`src/rtl/alu_arbiter.sv`:
```
// alu_arbiter: lets two requesters share one combinational ALU.
// A winner is picked in IDLE (fixed priority or round-robin). Its operands
// are latched onto the ALU inputs. One cycle later the ALU outputs are
// captured, and the response is held until the consumer takes it.
module alu_arbiter #(
  parameter int FIXED_PRIO = 0  // 0: round-robin, 1: requester 0 always wins
) (
  input  logic       clk,
  input  logic       rst_n,
  // requester 0
  input  logic       req0_valid,
  output logic       req0_ready,
  input  logic [7:0] req0_a,
  input  logic [7:0] req0_b,
  input  logic [3:0] req0_op,
  // requester 1
  input  logic       req1_valid,
  output logic       req1_ready,
  input  logic [7:0] req1_a,
  input  logic [7:0] req1_b,
  input  logic [3:0] req1_op,
  // shared ALU
  output logic [7:0] alu_a,
  output logic [7:0] alu_b,
  output logic [3:0] alu_opcode,
  input  logic [7:0] alu_result,
  input  logic       alu_zero,
  input  logic       alu_carry,
  // response
  output logic       rsp_valid,
  input  logic       rsp_ready,
  output logic       rsp_id,
  output logic [7:0] rsp_result,
  output logic       rsp_zero,
  output logic       rsp_carry,
  output logic       rsp_err,
  output logic       busy
);

  // Highest opcode the ALU defines; anything above it is flagged as an error.
  localparam logic [3:0] LAST_LEGAL_OP = 4'hA;

  typedef enum logic [1:0] {
    ST_IDLE = 2'd0,
    ST_EXEC = 2'd1,
    ST_RESP = 2'd2
  } state_t;

  state_t     state_q;
  logic       busy_q;
  logic       rr_pref_q;   // requester favoured when both are valid
  logic       id_q;        // requester that owns the in-flight operation
  logic [7:0] alu_a_q;
  logic [7:0] alu_b_q;
  logic [3:0] alu_opcode_q;
  logic       rsp_valid_q;
  logic       rsp_id_q;
  logic [7:0] rsp_result_q;
  logic       rsp_zero_q;
  logic       rsp_carry_q;
  logic       rsp_err_q;

  // Arbitration result for the current cycle
  logic       grant_valid_d;
  logic       grant_id_d;
  logic       accept_d;
  logic [7:0] acc_a_d;
  logic [7:0] acc_b_d;
  logic [3:0] acc_op_d;

  // Pick a winner among the valid requesters. Whether anyone is valid does
  // not depend on the policy; only the tie-break does.
  always_comb begin
    grant_valid_d = req0_valid | req1_valid;
    grant_id_d    = 1'b0;
    if (FIXED_PRIO != 0) begin
      // requester 0 wins whenever it asks
      grant_id_d = ~req0_valid;
    end else if (req0_valid && req1_valid) begin
      // tie goes to whoever was not served last
      grant_id_d = rr_pref_q;
    end else begin
      grant_id_d = req1_valid;
    end
  end

  // Readies are only offered in IDLE, and only to the winner. Also mux the
  // winner's operation so the FSM can latch it.
  always_comb begin
    req0_ready = (state_q == ST_IDLE) && grant_valid_d && !grant_id_d;
    req1_ready = (state_q == ST_IDLE) && grant_valid_d &&  grant_id_d;
    accept_d   = req0_ready | req1_ready;
    if (grant_id_d) begin
      acc_a_d  = req1_a;
      acc_b_d  = req1_b;
      acc_op_d = req1_op;
    end else begin
      acc_a_d  = req0_a;
      acc_b_d  = req0_b;
      acc_op_d = req0_op;
    end
  end

  // Controller FSM. Every output apart from the readies comes straight from
  // a register.
  always_ff @(posedge clk or negedge rst_n) begin
    if (!rst_n) begin
      state_q      <= ST_IDLE;
      busy_q       <= 1'b0;
      rr_pref_q    <= 1'b0;
      id_q         <= 1'b0;
      alu_a_q      <= 8'h00;
      alu_b_q      <= 8'h00;
      alu_opcode_q <= 4'h0;
      rsp_valid_q  <= 1'b0;
      rsp_id_q     <= 1'b0;
      rsp_result_q <= 8'h00;
      rsp_zero_q   <= 1'b0;
      rsp_carry_q  <= 1'b0;
      rsp_err_q    <= 1'b0;
    end else begin
      case (state_q)
        ST_IDLE: begin
          if (accept_d) begin
            // The ALU inputs stay frozen from here until IDLE is reached again.
            alu_a_q      <= acc_a_d;
            alu_b_q      <= acc_b_d;
            alu_opcode_q <= acc_op_d;
            id_q         <= grant_id_d;
            // The pointer moves only when a request is actually accepted.
            rr_pref_q    <= ~grant_id_d;
            busy_q       <= 1'b1;
            state_q      <= ST_EXEC;
          end
        end
        ST_EXEC: begin
          // The ALU has had a full cycle on stable inputs, so capture its outputs.
          // Illegal opcodes still execute; they are only flagged here.
          rsp_result_q <= alu_result;
          rsp_zero_q   <= alu_zero;
          rsp_carry_q  <= alu_carry;
          rsp_err_q    <= (alu_opcode_q > LAST_LEGAL_OP);
          rsp_id_q     <= id_q;
          rsp_valid_q  <= 1'b1;
          state_q      <= ST_RESP;
        end
        ST_RESP: begin
          // Hold the response until the consumer takes it.
          if (rsp_ready) begin
            rsp_valid_q <= 1'b0;
            busy_q      <= 1'b0;
            state_q     <= ST_IDLE;
          end
        end
        default: begin
          rsp_valid_q <= 1'b0;
          busy_q      <= 1'b0;
          state_q     <= ST_IDLE;
        end
      endcase
    end
  end

  assign alu_a      = alu_a_q;
  assign alu_b      = alu_b_q;
  assign alu_opcode = alu_opcode_q;
  assign rsp_valid  = rsp_valid_q;
  assign rsp_id     = rsp_id_q;
  assign rsp_result = rsp_result_q;
  assign rsp_zero   = rsp_zero_q;
  assign rsp_carry  = rsp_carry_q;
  assign rsp_err    = rsp_err_q;
  assign busy       = busy_q;

endmodule

```
`config.mk`:
```
export PLATFORM = sky130hd
export DESIGN_NAME = alu_arbiter
export DESIGN_NICKNAME = d
export VERILOG_FILES = /design/src/rtl/alu_arbiter.sv
export SDC_FILE = /design/constraint.sdc
export NUM_CORES = 1
export LEC_CHECK = 0
export ABC_AREA = 1
export BUFFER_PORTS_ARGS = -buffer_cell sky130_fd_sc_hd__buf_2
export CAP_MARGIN = 20
export CORE_MARGIN = 10
export CORE_UTILIZATION = 44
export DETAILED_ROUTE_END_ITERATION = 10
export GPL_TIMING_DRIVEN = 0
export HOLD_SLACK_MARGIN = 0.03
export PLACE_DENSITY = 0.77
export REMOVE_ABC_BUFFERS = 1
export SLEW_MARGIN = 10
export SYNTH_ARGS = -nofsm -noshare
export SYNTH_HDL_FRONTEND = slang
export SYNTH_SLANG_ARGS = --single-unit
```
`constraint.sdc`:
```
create_clock -name clk -period 1.45 [get_ports clk]
set_input_delay 0.0725 -clock clk [delete_from_list [all_inputs] [get_ports clk]]
set_output_delay 0.0725 -clock clk [all_outputs]
set_load 0.02 [all_outputs]
```
### After elaboration in Yosys (flattened, before gate mapping)

Cells that the tools add are included.
Widths: inputs -> output; s select.

| storage, ports and cells | value |
|---|---|
| register bits after elaboration | 38 |
| bits in latches | 0 |
| RAM bits | 0 |
| bits in read-only memories | 0 |
| bits of input ports | 55 |
| output and inout bits | 36 |
| logic and storage cells | 44 |
| memories kept | 0 |

| cells by class | value |
|---|---|
| $add $sub $neg | 0 |
| multipliers | 0 |
| divide/modulo/power cells | 0 |
| order comparisons | 1 |
| eq/ne operators | 4 |
| shift operators | 0 |
| mux-type cells | 11 |
| bitwise operators | 5 |
| reduce and logical (&&, ||, !) cells | 10 |

Operator list:

| cell | number |
|---|---|
| $mux 8 | 2 |
| $pmux 1 s3 | 2 |
| $pmux 2 s3 | 1 |
| $reduce_and 2->1 | 3 |
| $gt 4x4->1 const B | 1 |
| $logic_and 1x1->1 | 4 |
| $mux 2 | 2 |
| $mux 4 | 1 |
| $ne 2x2->1 const B | 2 |
| $mux 1 | 3 |
| $not 1->1 | 3 |
| $reduce_and 3->1 | 1 |
| $eq 2x1->1 const B | 1 |
| $eq 2x2->1 const B | 1 |
| $logic_not 2->1 | 1 |
| $or 1x1->1 | 2 |
| $logic_not 1->1 | 1 |

### Longest topological paths before layout

Gate-level depths: netlist of run 1.

| logic depth | value |
|---|---|
| depth in word-level cells | 7 |
| mapped depth | 6 |
| depth with buffers taken out | 5 |

### Worst setup path before layout of run 1

Ideal clock, no wire load.

| timing | value |
|---|---|
| path type | flip-flop to flip-flop |
| start point | reg state_q[1] |
| end point | reg alu_opcode_q[1], in the netlist alu_opcode[1] |
| library setup time | 0.125 ns |
| data arrival time | 0.936 ns |
| data required time | 1.325 ns |
| path slack | 0.390 ns |
| stages on the path, launching flop included | 6 |
| buffers on the path | 1 |
| period minus slack after synthesis | 1.060 ns |
| path through | dfrtp_1 nor2_1 o21ai_2 buf_2 nand2_1 nand3_1 |

| between the ends | value |
|---|---|
| cells in the longest elaborated chain, start to end | 5 |
| elaborated cells on any way between the ends | 6 |
| classes of those cells | bitwise (1); reduce/logical (5) |

Ends and longest elaborated chain:

| what | RTL line | text |
|---|---|---|
| from (decl) | 49 | `state_t state_q;` |
| from (signal assigned) | 108 | `state_q <= ST_IDLE;` |
| from (signal assigned) | 133 | `state_q <= ST_EXEC;` |
| from (signal assigned) | 145 | `state_q <= ST_RESP;` |
| $logic_not 2->1 * | 90, 91, 122 |  |
| $logic_and 1x1->1 | 90, 91 |  |
| $logic_and 1x1->1, on equally long branches | 90, 91 |  |
| $or 1x1->1 | 92 | `accept_d = req0_ready \| req1_ready;` |
| $reduce_and 2->1 (no source line) * | -- |  |
| to (signal assigned) | 128 | `alu_opcode_q <= acc_op_d;` |
| to (decl) | 55 | `logic [3:0] alu_opcode_q;` |

Mark *: on every way between the ends. The rest lies on a longest branch, timed or not.
A chain may end at the register's enable or synchronous reset.

### Final worst setup path of run 1

| timing | value |
|---|---|
| start point | reg state_q[1] |
| end point | out req0_ready |

| between the ends | value |
|---|---|
| cells in the longest elaborated chain, start to end | 3 |

Ends and longest elaborated chain:

| what | RTL line | text |
|---|---|---|
| $logic_not 2->1 | 90 | `req0_ready = (state_q == ST_IDLE) && grant_valid_d && !grant_id_d;` |
| $logic_and 1x1->1 (2 in a row) | 90 |  |
| to (decl) | 12 | `output logic req0_ready,` |

Every way passes these cells.

==> results of run 1 <==
power by group:
group          leakage, nW  switching [W]  internal, W  total (W)
Combinational        0.924        0.00204      0.00113    0.00317
Sequential           0.463       0.000334      0.00159    0.00192
Clock               0.0431       0.000331     0.000366   0.000697
worst max-delay path: cells and delay by family, from the launching register on:
kind,cells,cell delay [ps]
flip-flops,1,470
buffers and inverters,3,280
AND/OR/NAND/NOR,3,270
timing repair:
action | 4_1_cts | 5_1_grt
setup endpoints to repair | 38 | 34
cloned | 3 | 1
pin swaps | 4 | 3
endpoints found under the hold margin | 67 | 0
hold buffers | 30 | 0
setup buffers | 1 | 12
resized for setup | 13 | 7
layer usage:
layer  vias up  share of wire (%)  wire length (um)  global-route usage, %
li1        921                  -                 -                      -
met1       904                 41              2580                   21.0
met2       119                 45              2840                   29.9
met3        15                 12               793                   9.06
met4         0                2.2               137                   7.82
met5         -                  0                 0                      0
metrics by stage:
step	util (%)	total power, W
after floorplan	-	0.00349
after global placement	57.5	0.00439
after detailed placement	57.6	0.00447
after CTS	70.3	0.00547
after global routing	73.8	0.00618
final	73.8	0.00579
layout make-up:
cell class | instances | area (um2)
repair buffers | 133 | 851
flip-flops and latches | 38 | 953
clock buffers | 6 | 82.6
inverters | 7 | 35.0
fillers | 277 | 967
well taps | 48 | 60.1
multi-input cells | 140 | 739
cell families (layout without fill, tap and decap cells):
family	after synthesis	in the layout	synth area share, %
flip-flops	38	38	56.5
AND/OR/NAND/NOR	129	133	35.4
buffers and inverters	21	146	5.73
AO/OA/AOI/OAI	7	7	2.31
cells in the mapped netlist:
cell,n,area [um2]
nand3_1,41,205
inv_2,2,7.51
inv_1,5,18.8
clkbuf_1,4,15.0
buf_4,2,15.0
nor2_2,1,6.26
a21oi_1,2,10.0
o21ai_1,2,10.0
nor2_1,5,18.8
nor2_4,1,11.3
buf_2,8,40.0
nand2_1,61,229
o21ai_0,2,10.0
dfrtp_1,38,951
nand4_1,20,125
o21ai_2,1,8.76
cells in the final DEF, fill, tap and decap left out:
| master | synthesis | layout |
|---|---|---|
| inv_2 | 2 | 1 |
| nor2_1 | 5 | 4 |
| dlygate4sd3_1 | 0 | 30 |
| nand2_4 | 0 | 3 |
| dfrtp_1 | 38 | 36 |
| clkinvlp_4 | 0 | 1 |
| inv_4 | 0 | 2 |
| nor2_4 | 1 | 5 |
| buf_2 | 8 | 89 |
| o21ai_0 | 2 | 2 |
| a21oi_1 | 2 | 2 |
| inv_1 | 5 | 3 |
| buf_4 | 2 | 14 |
| nand2_8 | 0 | 2 |
| o21ai_1 | 2 | 2 |
| nand3_1 | 41 | 41 |
| clkbuf_8 | 0 | 6 |
| o21ai_4 | 0 | 1 |
| nand4_1 | 20 | 20 |
| nand2_1 | 61 | 58 |
| dfrtp_2 | 0 | 2 |
sequential cells by signal, indices dropped and copies added, names as in the netlist:
signal / flops
alu_a: 8
alu_b: 8
rsp_result: 8
alu_opcode: 4
state_q: 2
busy: 1
id_q: 1
rr_pref_q: 1
rsp_carry: 1
rsp_err: 1
rsp_id: 1
rsp_valid: 1
rsp_zero: 1
final timing paths:
path	to	slack (ps)	cells after the start
max	req0_ready	80	6
min	alu_b[6]	60	3
max reg2reg	rsp_err	110	6
min reg2reg	rsp_result[0]	470	2
max in group asynchronous	state_q[1]	450	2
min in group asynchronous	rr_pref_q	430	2
==> results.py, run 1 <==
metrics = {
    "outcome": {
        "status": "finished clean",
    },
    "timing": {
        "finalMaxSlewViolations": 0,
        "period_share_pct": 94.3,
        "setup_viol": 0,
        "finalHoldViolations": 0,
        "final.setup_skew_ps": 3.84,
        "finalWorstSetupSlack_ps": 83.1,
        "min_period_ps": 1370,
        "tns_ps": 0,
        "max_freq_ghz": 0.732,
        "worst_pin_slew_ps": 824,
        "rsz0062_at_grt": "false",
        "hold_ws_ps": 61.4,
        "slew_headroom_pct": 45.1,
    },
    "critical_path": {
        "critPathLaunch": "state_q[1]",
        "max_stage_delay_ps": 470,
        "worst_ep_required_time_ps": 1380,
        "startpoint_type": "flop",
        "cp-end-kind": "output pin",
        "path_cells": "inv_2 > nand2_4 > nor2_4 > nand2_1 > inv_1 > buf_4",
        "rr_startpoint": "state_q[0]",
        "cp_slowest_cell": "dfrtp_2",
        "worstSetupPathType": "flop to output pin",
        "crit_path_max_fanout": 5,
        "arrival_ps": 1290,
    },
    "placed_design": {
        "place_ws_ps": -671,
        "port_buffers": 90,
        "hpwl_um": 3660,
        "placed_cell_area_mm2": 0.00212,
        "place.gp.congestion": 0.743,
        "dp_cells": 319,
    },
    "yosys": {
        "netlist_area_mm2": 0.00168,
        "ys_ff_latch": 38,
        "synth_cell_type_count": 16,
        "avgSynthCellArea_um2": 8.62,
        "ys_seq_area_share_pct": 56.5,
        "syn_inst": 195,
        "ys_warn_count": 0,
    },
    "detailed_routing": {
        "drt_iter0_markers": 112,
        "drt-total-wl_um": 6350,
        "via_count": 1959,
        "avgRoutedWirePerCell_um": 17.1,
        "drc_errors": 0,
        "antenna_left": 0,
        "first_pass_iters": 4,
        "vias_per_cell": 5.27,
    },
    "floorplan": {
        "dieArea_mm2": 0.00669,
        "die_w_um": 81.8,
        "ioPinCount": 91,
        "core_area_mm2": 0.00369,
        "die_y_um": 81.8,
        "start_util_pct": 45.6,
        "std_cell_rows": 22,
    },
    "finish": {
        "final_cell_area_mm2": 0.00272,
        "diodes": 0,
        "syn_to_final_growth_pct": 61.8,
        "drive_gt1_share_pct": 38.9,
        "nets": 380,
        "layout.cells.non_filler": 372,
    },
    "min_path": {
        "hold_class": "primary input to flop",
        "hp-start": "req1_b[6]",
    },
    "clock_tree": {
        "cts.sinks": 38,
        "insertion_delay_ps": 280,
        "cts_max_path_buffers": 2,
        "clkTransAtPathRegs_ps": 70,
        "clockRootBuffer": "clkbuf_8",
        "numCtsBuffers": 5,
        "htreeDepth": 2,
        "cts_tree": "done",
    },
    "power": {
        "powerDensity_mw_per_mm2": 2130,
        "worst_ir_drop_vdd_v": 0.00114,
        "p_leak_nw": 1.43,
    },
    "grt": {
        "grt_max_degree": 39,
        "grt_antenna_before_repair": 0,
        "overflow": 0,
        "gr-usage-all-layers_pct": 18.7,
        "grt_pass1_wl_um": 9730,
        "grt_pass1_vias": 1985,
    },
    "run": {
        "maxCapViolations": 0,
    },
}
Power figures use the tool's default switching activity.
==> run 2: changes to the inputs <==
- PLACE_DENSITY: 0.77 -> default
- PLACE_DENSITY_LB_ADDON: default -> 0.1
==> results.py, run 2 (same netlist as run 1, synthesis figures left out) <==
metrics = {
    "outcome": {
        "status": "finished clean",
    },
    "detailed_routing": {
        "drt-total-wl_um": 6130,
        "avgRoutedWirePerCell_um": 16.5,
        "vias_per_cell": 5.14,
        "drc_errors": 0,
        "first_pass_iters": 4,
        "via_count": 1912,
        "drt_iter0_markers": 79,
        "antenna_left": 0,
    },
    "clock_tree": {
        "insertion_delay_ps": 290,
        "numCtsBuffers": 5,
        "clockRootBuffer": "clkbuf_8",
        "cts_tree": "done",
        "clkTransAtPathRegs_ps": 70,
        "htreeDepth": 2,
        "cts_max_path_buffers": 2,
        "cts.sinks": 38,
    },
    "timing": {
        "slew_headroom_pct": 43.8,
        "tns_ps": 0,
        "period_share_pct": 95.9,
        "rsz0062_at_grt": "false",
        "hold_ws_ps": 32.2,
        "finalMaxSlewViolations": 0,
        "max_freq_ghz": 0.719,
        "finalHoldViolations": 0,
        "min_period_ps": 1390,
        "final.setup_skew_ps": 6.80,
        "worst_pin_slew_ps": 843,
        "setup_viol": 0,
    },
    "grt": {
        "overflow": 0,
        "grt_pass1_wl_um": 9370,
        "gr-usage-all-layers_pct": 17.7,
        "grt_max_degree": 39,
        "grt_antenna_before_repair": 0,
        "grt_pass1_vias": 1928,
    },
    "power": {
        "worst_ir_drop_vdd_v": 0.00138,
        "powerDensity_mw_per_mm2": 2170,
        "p_leak_nw": 1.43,
        "p_total_w": 0.00591,
    },
    "floorplan": {
        "ioPinCount": 91,
        "die_y_um": 81.8,
        "std_cell_rows": 22,
        "dieArea_mm2": 0.00669,
        "core_area_mm2": 0.00369,
        "start_util_pct": 45.6,
        "die_w_um": 81.8,
    },
    "finish": {
        "layout.area.seq_um2": 953,
        "layout_commonest_cell": "buf_2",
        "drive_gt1_share_pct": 38.6,
        "mostFrequentLayoutCells": "buf_2, nand2_1, nand3_1",
        "nFillCells": 285,
        "nets": 378,
        "syn_to_final_growth_pct": 62.1,
        "diodes": 0,
        "multiInputGateArea_um2": 734,
    },
    "run": {
        "maxCapViolations": 0,
    },
    "placed_design": {
        "hpwl_um": 3580,
        "place.gp.congestion": 0.723,
        "port_buffers": 90,
    },
    "critical_path": {
        "rr_startpoint": "state_q[0]",
        "crit_path_max_fanout": 5,
        "worst_ep_required_time_ps": 1380,
        "reg2reg_depth": 6,
        "startpoint_type": "flop",
        "cp-end-kind": "output pin",
        "rrSetupSlack_ps": 120,
        "worstSetupPathType": "flop to output pin",
        "arrival_ps": 1320,
        "r2r-end": "rsp_id",
    },
    "min_path": {
        "min_to": "alu_a[1]",
        "hold_path_depth": 3,
        "hp-start": "req0_a[1]",
        "hold_class": "primary input to flop",
    },
}
-- run 2: worst max-delay path, stage by stage (launching register included) --
cell and delay [ps]:
dfrtp_2 480, inv_2 110, nand2_4 80, nor2_4 100, nand2_1 70, inv_1 70
buf_6 110
-- run 2: area by class of cell --
cell class,instances,area share (%)
flip-flops and latches,38,35.0
clock inverters,1,1.10
well taps,48,2.20
inverters,7,1.28
multi-input cells,140,26.9
clock buffers,7,2.80
repair buffers,131,30.7
-- run 2: worst max-delay path by stage --
stage               cells past startpoint  slack, ps  startpoint            end
CTS                                     6        -40  state_q[0]     req0_ready
detailed placement                      6       -680   rr_pref_q     req0_ready
global route                            6        0.8  state_q[1]     req0_ready
global placement                        4      -1070  state_q[1]  alu_opcode[1]
floorplan                               4       -380  state_q[1]       alu_a[0]
finish                                  6         60  state_q[1]     req0_ready
-- run 2: stage by stage --
stage / util [%] / setup WS [ps] / instance area (um2) / std cells
6_report: 73.9 / 59.0 / 2730 / 372
3_3_place_gp: 57.5 / -1070 / 2120 / 319
5_1_grt: 73.9 / 0.781 / 2730 / 372
3_5_place_dp: 57.6 / -681 / 2120 / 319
2_1_floorplan: - / -384 / 1610 / 181
4_1_cts: 70.7 / -41.7 / 2610 / 360
-- run 2: layer usage --
| metal | track usage [%] | up-vias | routed length [um] |
|---|---|---|---|
| met1 | 20.4 | 900 | 2400 |
| met2 | 29.6 | 84 | 3070 |
| li1 | - | 919 | - |
| met4 | 4.08 | 0 | 70 |
| met3 | 7.75 | 9 | 587 |
| met5 | 0 | - | 0 |
-- run 2: timing repair --
| item | 4_1_cts | 5_1_grt |
|---|---|---|
| setup buffers | 2 | 10 |
| hold endpoints to repair | 66 | 0 |
| resized for setup | 13 | 7 |
| endpoints found under the setup margin | 38 | 15 |
| pin swaps | 2 | 3 |
| gates cloned | 2 | 2 |
| hold buffers | 29 | 0 |
-- run 2: where the power goes --
group	switching (W)	internal, W	total (W)
sequential	0.000328	0.00159	0.00192
combinational	0.00201	0.00111	0.00312
clock	0.000363	0.000515	0.000877
